### config.mk
export PLATFORM = sky130hd
export DESIGN_NAME = axi_pr_request_fetcher
export DESIGN_NICKNAME = d
export VERILOG_FILES = /design/src/rtl/axi_pr_request_fetcher.sv
export SDC_FILE = /design/constraint.sdc
export NUM_CORES = 1
export LEC_CHECK = 0
export BUFFER_PORTS_ARGS = -buffer_cell sky130_fd_sc_hd__buf_2
export CORE_ASPECT_RATIO = 2
export CORE_MARGIN = 1
export CORE_UTILIZATION = 45
export DETAILED_ROUTE_END_ITERATION = 8
export PLACE_DENSITY = 0.85
export SKIP_LAST_GASP = 1
export SLEW_MARGIN = 20
export SYNTH_ARGS = -nofsm -noshare
export SYNTH_HDL_FRONTEND = slang
export SYNTH_SLANG_ARGS = --single-unit
### constraint.sdc
create_clock -name clk -period 2.14 [get_ports clk]
set_input_delay 0.321 -clock clk [delete_from_list [all_inputs] [get_ports clk]]
set_output_delay 0.321 -clock clk [all_outputs]
set_load 0.005 [all_outputs]
### src/rtl/axi_pr_request_fetcher.sv
// axi_pr_request_fetcher: AXI4-Lite read-only initiator that drains the PR
// request queue. Each fetched entry goes out as {ou_id, grid_slot} on a
// valid/ready stream. Completed fetches are counted in fetch_count.
// Optional build macro PR_FETCH_PEEK_BEFORE_POP_EN: the entry is first
// peeked and presented downstream. It is popped (and the two reads are
// compared) only after downstream acceptance.
module axi_pr_request_fetcher #(
  parameter int unsigned OU_ID_W     = 4,
  parameter int unsigned GRID_SLOT_W = 3,
  parameter logic [1:0]  PEEK_R_ADDR = 2'b01,
  parameter logic [1:0]  POP_R_ADDR  = 2'b10,
  parameter int unsigned CNT_W       = 16
) (
  input  logic                   clk,
  input  logic                   rst,
  input  logic                   pr_request_pending,
  output logic [1:0]             m_axi_araddr,
  output logic                   m_axi_arvalid,
  input  logic                   m_axi_arready,
  input  logic [31:0]            m_axi_rdata,
  input  logic                   m_axi_rvalid,
  output logic                   m_axi_rready,
  output logic                   req_valid,
  input  logic                   req_ready,
  output logic [OU_ID_W-1:0]     req_ou_id,
  output logic [GRID_SLOT_W-1:0] req_grid_slot,
  output logic                   busy,
  output logic [CNT_W-1:0]       fetch_count,
  output logic                   mismatch
);

  localparam int unsigned FIELD_W = GRID_SLOT_W + OU_ID_W;

  typedef enum logic [2:0] {
    S_IDLE   = 3'd0,
    S_AR     = 3'd1,
    S_R      = 3'd2,
    S_OUT    = 3'd3,
    S_POP_AR = 3'd4,
    S_POP_R  = 3'd5
  } state_e;

  state_e                 state_q, state_d;
  logic [1:0]             araddr_q, araddr_d;
  logic                   arvalid_q, arvalid_d;
  logic                   rready_q, rready_d;
  logic                   req_valid_q, req_valid_d;
  logic [OU_ID_W-1:0]     ou_id_q, ou_id_d;
  logic [GRID_SLOT_W-1:0] grid_slot_q, grid_slot_d;
  logic [CNT_W-1:0]       fetch_count_q, fetch_count_d;
  logic                   busy_q, busy_d;
  logic                   mismatch_q, mismatch_d;

`ifdef PR_FETCH_PEEK_BEFORE_POP_EN
  localparam logic [1:0] FIRST_R_ADDR = PEEK_R_ADDR;
  // Bits above the request fields carry no information.
  logic unused_rdata;
  assign unused_rdata = ^m_axi_rdata[31:FIELD_W];
`else
  localparam logic [1:0] FIRST_R_ADDR = POP_R_ADDR;
  // Upper rdata bits and the peek address are not used in the pop-only build.
  logic unused_cfg;
  assign unused_cfg = ^{m_axi_rdata[31:FIELD_W], PEEK_R_ADDR};
`endif

  // State register.
  always_ff @(posedge clk or posedge rst) begin
    if (rst) state_q <= S_IDLE;
    else     state_q <= state_d;
  end

  // Next-state logic: one outstanding request, no new AR until delivered.
  always_comb begin
    state_d = state_q;
    case (state_q)
      S_IDLE: if (pr_request_pending) state_d = S_AR;
      S_AR:   if (m_axi_arready)      state_d = S_R;
      S_R:    if (m_axi_rvalid)       state_d = S_OUT;
`ifdef PR_FETCH_PEEK_BEFORE_POP_EN
      S_OUT:    if (req_ready)     state_d = S_POP_AR;
      S_POP_AR: if (m_axi_arready) state_d = S_POP_R;
      S_POP_R:  if (m_axi_rvalid)  state_d = S_IDLE;
`else
      S_OUT:  if (req_ready)          state_d = S_IDLE;
`endif
      default: state_d = S_IDLE;
    endcase
  end

  // Output logic: next values of the registered AXI/stream/status outputs.
  always_comb begin
    araddr_d      = araddr_q;
    arvalid_d     = arvalid_q;
    rready_d      = rready_q;
    req_valid_d   = req_valid_q;
    ou_id_d       = ou_id_q;
    grid_slot_d   = grid_slot_q;
    fetch_count_d = fetch_count_q;
    mismatch_d    = mismatch_q;
    case (state_q)
      S_IDLE: begin
        if (pr_request_pending) begin
          araddr_d  = FIRST_R_ADDR;
          arvalid_d = 1'b1;
        end
      end
      S_AR: begin
        if (m_axi_arready) begin
          arvalid_d = 1'b0;
          rready_d  = 1'b1;
        end
      end
      S_R: begin
        if (m_axi_rvalid) begin
          rready_d    = 1'b0;
          req_valid_d = 1'b1;
          grid_slot_d = m_axi_rdata[GRID_SLOT_W-1:0];
          ou_id_d     = m_axi_rdata[FIELD_W-1:GRID_SLOT_W];
        end
      end
      S_OUT: begin
        if (req_ready) begin
          req_valid_d = 1'b0;
`ifdef PR_FETCH_PEEK_BEFORE_POP_EN
          araddr_d  = POP_R_ADDR;
          arvalid_d = 1'b1;
`else
          fetch_count_d = fetch_count_q + CNT_W'(1);
`endif
        end
      end
`ifdef PR_FETCH_PEEK_BEFORE_POP_EN
      S_POP_AR: begin
        if (m_axi_arready) begin
          arvalid_d = 1'b0;
          rready_d  = 1'b1;
        end
      end
      S_POP_R: begin
        if (m_axi_rvalid) begin
          rready_d      = 1'b0;
          fetch_count_d = fetch_count_q + CNT_W'(1);
          if (m_axi_rdata[FIELD_W-1:0] != {ou_id_q, grid_slot_q}) mismatch_d = 1'b1;
        end
      end
`endif
      default: ;
    endcase
    busy_d = (state_d != S_IDLE);
  end

  // Output and capture registers.
  always_ff @(posedge clk or posedge rst) begin
    if (rst) begin
      araddr_q      <= 2'b00;
      arvalid_q     <= 1'b0;
      rready_q      <= 1'b0;
      req_valid_q   <= 1'b0;
      ou_id_q       <= '0;
      grid_slot_q   <= '0;
      fetch_count_q <= '0;
      busy_q        <= 1'b0;
      mismatch_q    <= 1'b0;
    end else begin
      araddr_q      <= araddr_d;
      arvalid_q     <= arvalid_d;
      rready_q      <= rready_d;
      req_valid_q   <= req_valid_d;
      ou_id_q       <= ou_id_d;
      grid_slot_q   <= grid_slot_d;
      fetch_count_q <= fetch_count_d;
      busy_q        <= busy_d;
      mismatch_q    <= mismatch_d;
    end
  end

  assign m_axi_araddr  = araddr_q;
  assign m_axi_arvalid = arvalid_q;
  assign m_axi_rready  = rready_q;
  assign req_valid     = req_valid_q;
  assign req_ou_id     = ou_id_q;
  assign req_grid_slot = grid_slot_q;
  assign fetch_count   = fetch_count_q;
  assign busy          = busy_q;
`ifdef PR_FETCH_PEEK_BEFORE_POP_EN
  assign mismatch      = mismatch_q;
`else
  assign mismatch      = 1'b0;
`endif

endmodule

==> parameters.txt <==
Parameter                              Value

GRT
  Via count of the first global-routing pass    903
  Number of antenna violations at the first check in global routing    0
  GR Overflow Total    0
  Pin count of the biggest net entering global routing    32
  Global-route wire length before repair    4.30 mm
  Total global routing track utilization    17.2%

Run status
  Result of the run    finished, final reports clean

STA
  Unrepaired setup endpoints after global routing    false
  Layout Skew    0.00837 ns
  Total count of max-transition violations in the final report    0
  Endpoints failing hold    0
  Setup_tns    0 ns
  Least-Margin Pin Slew    0.564 ns
  Number of endpoints failing setup at the final stage    0
  Highest achievable clock rate    587 MHz
  Max-slew headroom at the worst pin    62.4%
  Portion of the clock cycle consumed by the worst path in the final layout    79.6%
  Post-Route Hold Slack    0.0988 ns
  Final critical-path required period    1.70 ns

Final layout
  # diodes    0
  Fraction of final layout cells sized beyond drive strength 1    39.5%
  Total of fill cells in the finished design    257
  Final instance count without filler cells    187
  Commonest non-fill, non-tap cell in the layout    sky130_fd_sc_hd__buf_2
  Area growth from synthesis to layout    21.1%
  Commonest cells after routing, fill and taps aside    sky130_fd_sc_hd__buf_2 (40), sky130_fd_sc_hd__dfrtp_1 (31), sky130_fd_sc_hd__nand2_1 (14), sky130_fd_sc_hd__xnor2_1 (10), sky130_fd_sc_hd__mux2_4 (7)
  NumNets Final    196

Pwr
  Logic gate share of total power    16.3%
  Internal portion of total power    1.05 mW
  VDD IR-drop max    0.000695 V
  Sequential Power Share    51.0%
  Switching Share    25.2%
  Clock power frac    32.7%
  Switching power summed over all nets    355 uW
  Standby leakage power    0.922 nW
  Power per unit of standard cell area    823 mW/mm^2

Detailed routing
  DRT Wirelength    2.71 mm
  Post-route DRC violation count    0
  ANT nets after route    0
  Number of optimization iterations in the first detailed-route pass    4
  Via/cell ratio    5.42
  DRT iter0 DRCs    30
  Count of vias placed by the detailed router    1,014
  Wire length per cell    14.5 microns

Synthesis
  Synthesis Warnings    0
  Syn Inst Count    112
  Average instance area after synthesis    12.6 sq um
  Part of the Yosys area used for sequential elements    54.9%
  Yosys reg bits    31
  Area of the mapped netlist    0.00141 sq mm
  Number of distinct standard cells referenced by the synthesized netlist    33

CTS
  Number of cells upsized or downsized after cts    0
  Setup Buffers After CTS    0
  Insertion delay to the later sink of the worst-skew pair    0.28 ns
  Total clock sinks    31
  TritonCTS buffer count    5
  CTS root buf    sky130_fd_sc_hd__clkbuf_8
  Buffer levels on the longest clock path    2
  Clock-pin transition on the worst setup and hold timing paths    0.07 ns
  Clock H-tree levels    2
  CTS tree    yes
  Quantity of hold-fixing buffers added after cts    0

Critical path
  Type of destination of the critical path    flip-flop
  Worst setup slack for register-to-register paths    0.44 ns
  Critical register-to-register path startpoint    state_q[0]
  Largest fanout on the critical path    11
  Critical path arrival    1.86 ns
  Worst path required time    2.30 ns
  Depth of the worst register-to-register path    3
  WS Path Type    reg2reg
  Critical path startpoint category    flip-flop
  Endpoint of the worst-slack reg-to-reg timing path    req_ou_id[1]
  Origin of the worst setup path    state_q[0]

Floorplan
  Die boundary height    81.2 microns
  Initial cell density of the core    47.4%
  Ports    68
  Width of the die    41.6 microns
  Placeable core area    0.00298 sq mm
  Total die area    0.00338 sq mm
  Placement Rows    28

Place
  # placed instances    180
  Port Buffer Count    40
  Sum of net half-perimeters after detailed placement    2.01 mm
  Routability cong.    0.864

Hold path
  Worst min-delay path class    in2async

Job
  Maxcap violations    0
## stage by stage
step	total power, mW	setup WS [ns]	utilization [%]	area (sq um)
floorplan	0.855	0.573	-	1420
global placement	0.944	0.504	54.5	1620
detailed placement	0.957	0.449	54.5	1620
CTS	1.42	0.435	57.4	1710
global route	1.47	0.347	57.4	1710
finish	1.41	0.438	57.4	1710
## state kept, by name (all words and copies together) (netlist names)
signal,count
busy,1
fetch_count,16
m_axi_araddr,1
m_axi_arvalid,1
m_axi_rready,1
req_grid_slot,3
req_ou_id,4
req_valid,1
state_q,3
## Yosys cell counts
cell	count	area share (%)
sky130_fd_sc_hd__a31oi_1	1	0.44
sky130_fd_sc_hd__inv_1	2	0.53
sky130_fd_sc_hd__a21o_1	1	0.53
sky130_fd_sc_hd__nand4_1	3	1.3
sky130_fd_sc_hd__dfrtp_1	31	55
sky130_fd_sc_hd__and3_1	2	0.89
sky130_fd_sc_hd__xnor2_1	10	6.2
sky130_fd_sc_hd__nor3b_4	1	1.3
sky130_fd_sc_hd__ha_1	1	0.89
sky130_fd_sc_hd__nor4_4	1	1.5
sky130_fd_sc_hd__buf_4	2	1.1
sky130_fd_sc_hd__buf_6	2	1.6
sky130_fd_sc_hd__buf_2	1	0.35
sky130_fd_sc_hd__and4_1	3	1.9
sky130_fd_sc_hd__nor3_2	1	0.71
sky130_fd_sc_hd__nand3b_1	1	0.53
sky130_fd_sc_hd__o211ai_1	1	0.53
sky130_fd_sc_hd__or2_2	1	0.44
sky130_fd_sc_hd__nand2_1	14	3.7
sky130_fd_sc_hd__nand4b_4	1	1.7
sky130_fd_sc_hd__nand3_1	4	1.4
sky130_fd_sc_hd__nand2b_4	1	0.97
sky130_fd_sc_hd__o21bai_1	1	0.53
sky130_fd_sc_hd__and4b_1	1	0.71
sky130_fd_sc_hd__mux2_4	7	7.4
sky130_fd_sc_hd__xor2_1	5	3.1
sky130_fd_sc_hd__or2_4	1	0.62
sky130_fd_sc_hd__a211o_1	1	0.62
sky130_fd_sc_hd__o21ai_0	3	1.1
sky130_fd_sc_hd__nor3_1	1	0.35
sky130_fd_sc_hd__conb_1	1	0.27
sky130_fd_sc_hd__nor2_1	3	0.80
sky130_fd_sc_hd__a21oi_1	3	1.1
## power groups by stage
stage | Clock, mW | Combinational, mW | Sequential [mW]
2_1_floorplan | 0 | 0.136 | 0.719
3_3_place_gp | 0 | 0.224 | 0.720
3_5_place_dp | 0 | 0.231 | 0.726
4_1_cts | 0.470 | 0.233 | 0.716
5_1_grt | 0.492 | 0.252 | 0.727
6_report | 0.461 | 0.229 | 0.717
## how the worst max path moves through the flow
stage / to / slack (ns) / cells after the start
CTS: req_ou_id[1] / 0.44 / 3
global placement: req_ou_id[2] / 0.50 / 3
global route: req_ou_id[1] / 0.35 / 3
finish: req_ou_id[1] / 0.44 / 3
detailed placement: req_ou_id[1] / 0.45 / 3
floorplan: req_grid_slot[0] / 0.57 / 4
## cell type report
cell class                 instances  area (sq um)  area share (%)
sequential                        31           776            45.4
multi-input combinational         76           594            34.7
timing repair buffer              41           208            12.1
clock buffer                       6          82.6            4.83
tap                               30          37.5            2.19
inverter                           2          7.51           0.439
clock inverter                     1          5.00           0.293
## worst max-delay path: stages, from the launching register on
cell	delay, ns
sky130_fd_sc_hd__dfrtp_1	0.51
sky130_fd_sc_hd__nand2b_4	0.21
sky130_fd_sc_hd__nor3b_4	0.51
sky130_fd_sc_hd__mux2_4	0.35
## layer usage
layer  vias up  share of wire [%]  GRT usage, %
li1        468                  -             -
met1       505                 38          18.9
met2        35                 54          29.4
met3         6                4.8          4.89
met4         0                2.5          9.68
met5         -                  0             0
## kinds of logic after synthesis
group           after synthesis  synth area share [%]
compound gates               11                  4.78
other cells                   1                 0.265
simple gates                 39                  18.9
buf+inv                       7                  3.54
mux                           7                  7.44
xor+xnor                     15                  9.30
fa+ha+maj                     1                 0.886
flops                        31                  54.9
(Power assumes the default switching activity.)
